### config.mk
export PLATFORM = sky130hd
export DESIGN_NAME = cla_serial_adder
export DESIGN_NICKNAME = d
export VERILOG_FILES = /design/src/rtl/cla_serial_adder.sv
export SDC_FILE = /design/constraint.sdc
export NUM_CORES = 1
export LEC_CHECK = 0
export CORE_ASPECT_RATIO = 0.7
export CORE_MARGIN = 4
export CORE_UTILIZATION = 43
export DETAILED_ROUTE_END_ITERATION = 16
export PLACE_DENSITY = 0.77
export SLEW_MARGIN = 5
export SYNTH_ARGS = -nofsm -noshare
export SYNTH_HDL_FRONTEND = slang
export SYNTH_SLANG_ARGS = --single-unit
### constraint.sdc
create_clock -name clk -period 8.6 [get_ports clk]
set_input_delay 1.72 -clock clk [delete_from_list [all_inputs] [get_ports clk]]
set_output_delay 1.72 -clock clk [all_outputs]
set_load 0.03 [all_outputs]
### src/rtl/cla_serial_adder.sv
// Nibble-serial WIDTH-bit adder: one 4-bit carry-lookahead slice is reused once per
// nibble (LSB first), with the slice carry chained through a register between cycles.

module cla4 (
    input  logic [3:0] a,
    input  logic [3:0] b,
    input  logic       cin,
    output logic [3:0] sum,
    output logic       cout
);
    logic [3:0] p;
    logic [3:0] g;
    logic [3:0] c;

    assign p = a ^ b;
    assign g = a & b;

    // Every carry is formed directly from cin and the generate/propagate terms,
    // so no carry depends on a lower carry inside the slice.
    assign c[0] = cin;
    assign c[1] = g[0] | (p[0] & cin);
    assign c[2] = g[1] | (p[1] & g[0]) | (p[1] & p[0] & cin);
    assign c[3] = g[2] | (p[2] & g[1]) | (p[2] & p[1] & g[0])
                | (p[2] & p[1] & p[0] & cin);
    assign cout = g[3] | (p[3] & g[2]) | (p[3] & p[2] & g[1])
                | (p[3] & p[2] & p[1] & g[0]) | (p[3] & p[2] & p[1] & p[0] & cin);

    assign sum = p ^ c;
endmodule

module cla_serial_adder #(
    parameter int WIDTH = 16
) (
    input  logic             clk,
    input  logic             rst,
    input  logic             in_valid,
    output logic             in_ready,
    input  logic [WIDTH-1:0] a,
    input  logic [WIDTH-1:0] b,
    input  logic             cin,
    output logic             out_valid,
    input  logic             out_ready,
    output logic [WIDTH-1:0] sum,
    output logic             cout
);
    localparam int N  = WIDTH / 4;
    localparam int IW = (N > 1) ? $clog2(N) : 1;

    typedef enum logic [1:0] {
        IDLE = 2'd0,
        RUN  = 2'd1,
        DONE = 2'd2
    } state_t;

    state_t state;
    state_t state_next;

    logic [IW-1:0]    idx;
    logic             carry;
    logic [WIDTH-1:0] a_reg;
    logic [WIDTH-1:0] b_reg;

    logic [3:0] a_nib;
    logic [3:0] b_nib;
    logic [3:0] nib_sum;
    logic       nib_cout;
    logic       last;

    // Handshake flags decode the state register only: no input reaches them combinationally.
    assign in_ready  = (state == IDLE);
    assign out_valid = (state == DONE);
    assign last      = (idx == IW'(N - 1));

    // NOTE: every variable written in always_comb gets a default first; otherwise
    // any path that skips an assignment infers a latch.
    always_comb begin
        a_nib = '0;
        b_nib = '0;
        for (int i = 0; i < N; i++) begin
            if (idx == IW'(i)) begin
                a_nib = a_reg[4*i +: 4];
                b_nib = b_reg[4*i +: 4];
            end
        end
    end

    cla4 u_slice (
        .a    (a_nib),
        .b    (b_nib),
        .cin  (carry),
        .sum  (nib_sum),
        .cout (nib_cout)
    );

    always_comb begin
        state_next = state;
        case (state)
            IDLE:    if (in_valid && in_ready) state_next = RUN;
            RUN:     if (last)                 state_next = DONE;
            DONE:    if (out_ready)            state_next = IDLE;
            default:                           state_next = IDLE;
        endcase
    end

    // NOTE: sequential state uses non-blocking assignments so every register
    // samples pre-edge values, independent of statement order.
    always_ff @(posedge clk) begin
        if (rst) state <= IDLE;
        else     state <= state_next;
    end

    // NOTE: operand registers are reset along with the result so an aborted
    // operation leaves no stale operand visible to the next one.
    always_ff @(posedge clk) begin
        if (rst) begin
            idx   <= '0;
            carry <= 1'b0;
            a_reg <= '0;
            b_reg <= '0;
            sum   <= '0;
            cout  <= 1'b0;
        end else begin
            case (state)
                IDLE: begin
                    if (in_valid && in_ready) begin
                        a_reg <= a;
                        b_reg <= b;
                        carry <= cin;
                        idx   <= '0;
                    end
                end
                RUN: begin
                    for (int i = 0; i < N; i++) begin
                        if (idx == IW'(i)) sum[4*i +: 4] <= nib_sum;
                    end
                    carry <= nib_cout;
                    if (last) begin
                        cout <= nib_cout;
                        idx  <= '0;
                    end else begin
                        idx <= idx + IW'(1);
                    end
                end
                default: ;
            endcase
        end
    end
endmodule

==> impl_metrics.tcl <==
set metrics [dict create \
    ys.flop_type "dfxtp_1" \
    stdcell_area_mm2 0.003027 \
    max-slew-margin-rel 0.2355 \
    cts_hold_buf 0 \
    nets 399 \
    cts_tree "built" \
    tns_ns 0 \
    netlist-cell-type-count 34 \
    cts_htree_levels 2 \
    drv_cap 0 \
    grt_max_degree 55 \
    numCtsBuffers 5 \
    antenna_found_initial 0 \
    setup_viol 0 \
    cts.sinks 54 \
    wl_per_cell_um 13.00 \
    max_freq_mhz 304.5 \
    end_kind "output port" \
    p_leak_nw 1.091 \
    grt_usage 0.1602 \
    seq_area_frac_synth 0.4493 \
    first_pass_iters 4 \
    rows 22 \
    power.density_mw_per_mm2 161.4 \
    critPathTopFamily "buffers and inverters" \
    syn_area_per_cell_um2 7.687 \
    dp_hpwl_um 3806 \
    worstHoldStart "b_reg[10]" \
    crit_buf_inv 1 \
    ant_nets 0 \
    skew_ns 0.008280 \
    clockRootBuffer "clkbuf_8" \
    crit_fanout 5 \
    grt_pass1_vias 1915 \
    via_count 2212 \
    die_h_um 70.59 \
    yosysMostFrequentCell "nand2_1" \
    insertedDiodeCount 0 \
    slew_violations 0 \
    grt_overflow 0 \
    synth-async-reset-ratio 0 \
    core-area_mm2 0.005340 \
    gp_congestion 0.7771 \
    crit_chain "nor2b_1 -> clkdlybuf4s50_1" \
    fin_crit_sh 0.3819 \
    worstMarginPinSlew_ns 1.147 \
    status "complete, no violations" \
    syn-num-nets 359 \
    finalPower_mw 0.4884 \
    synth_area_leaders "dfxtp_1 45%, nand2_1 15%, a21oi_1 14%" \
    die_area_mm2 0.006875 \
    via_per_inst 5.205 \
    synth_commonest_cells "99 x nand2_1, 69 x a21oi_1, 54 x dfxtp_1" \
    worstSetupStartpointType "flop" \
    syn_inst 313 \
    crit_type "reg -> out" \
    clk_latency_ns 0.31 \
    critPathSlowestCell "clkdlybuf4s50_1" \
    synth.top_cell.area_share 0.4493 \
    postCtsSetupBuffers 0 \
    slowest_delay_ns 0.69 \
    clk_pin_slew_worst_paths_ns 0.09 \
    drc_errors 0 \
    rsz0062_at_grt "false" \
    peakVddDrop_uv 69.10 \
    worstPathArrival_ns 1.56 \
    crit_path_start "state[1]" \
    drt_iter0_markers 127 \
    min_period_ns 3.284 \
    syn_area_mm2 0.002406 \
    cts_buffer_depth 2 \
    detail_route.wirelength_um 5524 \
    drive_gt1_frac 0.03116 \
    io_buffers 55 \
    cp_data_required_time_ns 6.88 \
    syn2layout_area_growth_pct 25.79 \
    yosysWarnings 0 \
    synth_edf_count 0 \
    reg2reg_from "idx[0]" \
    ys_seq_elements 54 \
    placed_area_mm2 0.002948 \
    grt_pass1_wl_um 9121 \
    holdWs_ns 0.4586 \
    worstHoldPathType "reg -> reg" \
    ios 56 \
    finalHoldViolations 0 \
    start_util 0.4506 \
    synth_top_area_cell "dfxtp_1" \
    fp.dieW_um 97.41 \
    cts.repair.resized 0 \
]
[cell type report]
cell class                      instances  area (um^2)
Fill cell                             514         2313
Multi-Input combinational cell        235         1224
Sequential cell                        54         1081
Timing Repair Buffer                   55        545.5
Tap cell                               72        90.09
Clock buffer                            5        68.82
Clock inverter                          2        10.01
Inverter                                2        7.507
[worst register-to-register path, stage by stage, from the launching register on]
cell and delay (ns):
dfxtp_1 0.41, ha_1 0.65, nand2_1 0.12, a21oi_1 0.16, a21oi_1 0.06, o21ai_0 0.35
ha_1 0.31, a21o_1 0.19, and4_4 0.21, or4_1 0.53, a21oi_1 0.13
[per-stage QoR]
step	setup slack [ns]	utilization	std cells
3_5_place_dp	5.025	0.5520	418
4_1_cts	5.297	0.5668	425
6_report	5.316	0.5668	425
5_1_grt	5.152	0.5668	425
3_3_place_gp	5.099	0.5520	418
2_1_floorplan	5.830	-	313
[power by group]
group / total (mW) / switching [mW] / internal, mW
registers: 0.269 / 0.00668 / 0.262
logic: 0.0853 / 0.0479 / 0.0374
clock network: 0.134 / 0.0793 / 0.0549
total: 0.488 / 0.134 / 0.355
[path summary, 6_finish.rpt]
| path | to | slack [ns] | cells past startpoint |
|---|---|---|---|
| max reg2reg | sum[7] | 5.41 | 10 |
| min | b_reg[10] | 0.46 | 2 |
| min reg2reg | b_reg[10] | 0.46 | 2 |
| max | out_valid | 5.32 | 2 |
[cells by family (layout without fill, tap and decap cells)]
logic type,count (synthesis),count (layout),share of synthesized area
xor+xnor,1,1,0.003641
simple gates,136,136,0.2548
flops,54,54,0.4493
buf+inv,24,64,0.04212
compound gates,89,89,0.2002
fa+ha+maj,9,9,0.04992
[cells in the final DEF (no fill, tap or decap), drive strengths merged]
cell type,instances
o21bai,1
clkbuf,5
o31ai,1
nand3,5
o21ai,8
clkinv,2
a22oi,1
ha,8
a21oi,69
buf,1
fa,1
or2b,1
and2b,1
nand4,3
o21a,1
a21o,1
nor4,1
nor2b,2
inv,2
dfxtp,54
clkdlybuf4s50,54
nand2,100
xnor2,1
a211oi,2
nor2,4
and2,2
nor3,2
nand2b,2
a211o,2
a311oi,3
and4,1
nand3b,8
or4,4
[layer usage]
layer / share of wire / global-route usage
met5: 0 / 0
met1: 0.51 / 0.2354
met4: 0.0078 / 0.03687
met3: 0.070 / 0.04039
met2: 0.41 / 0.2369
(Power assumes the default switching activity.)
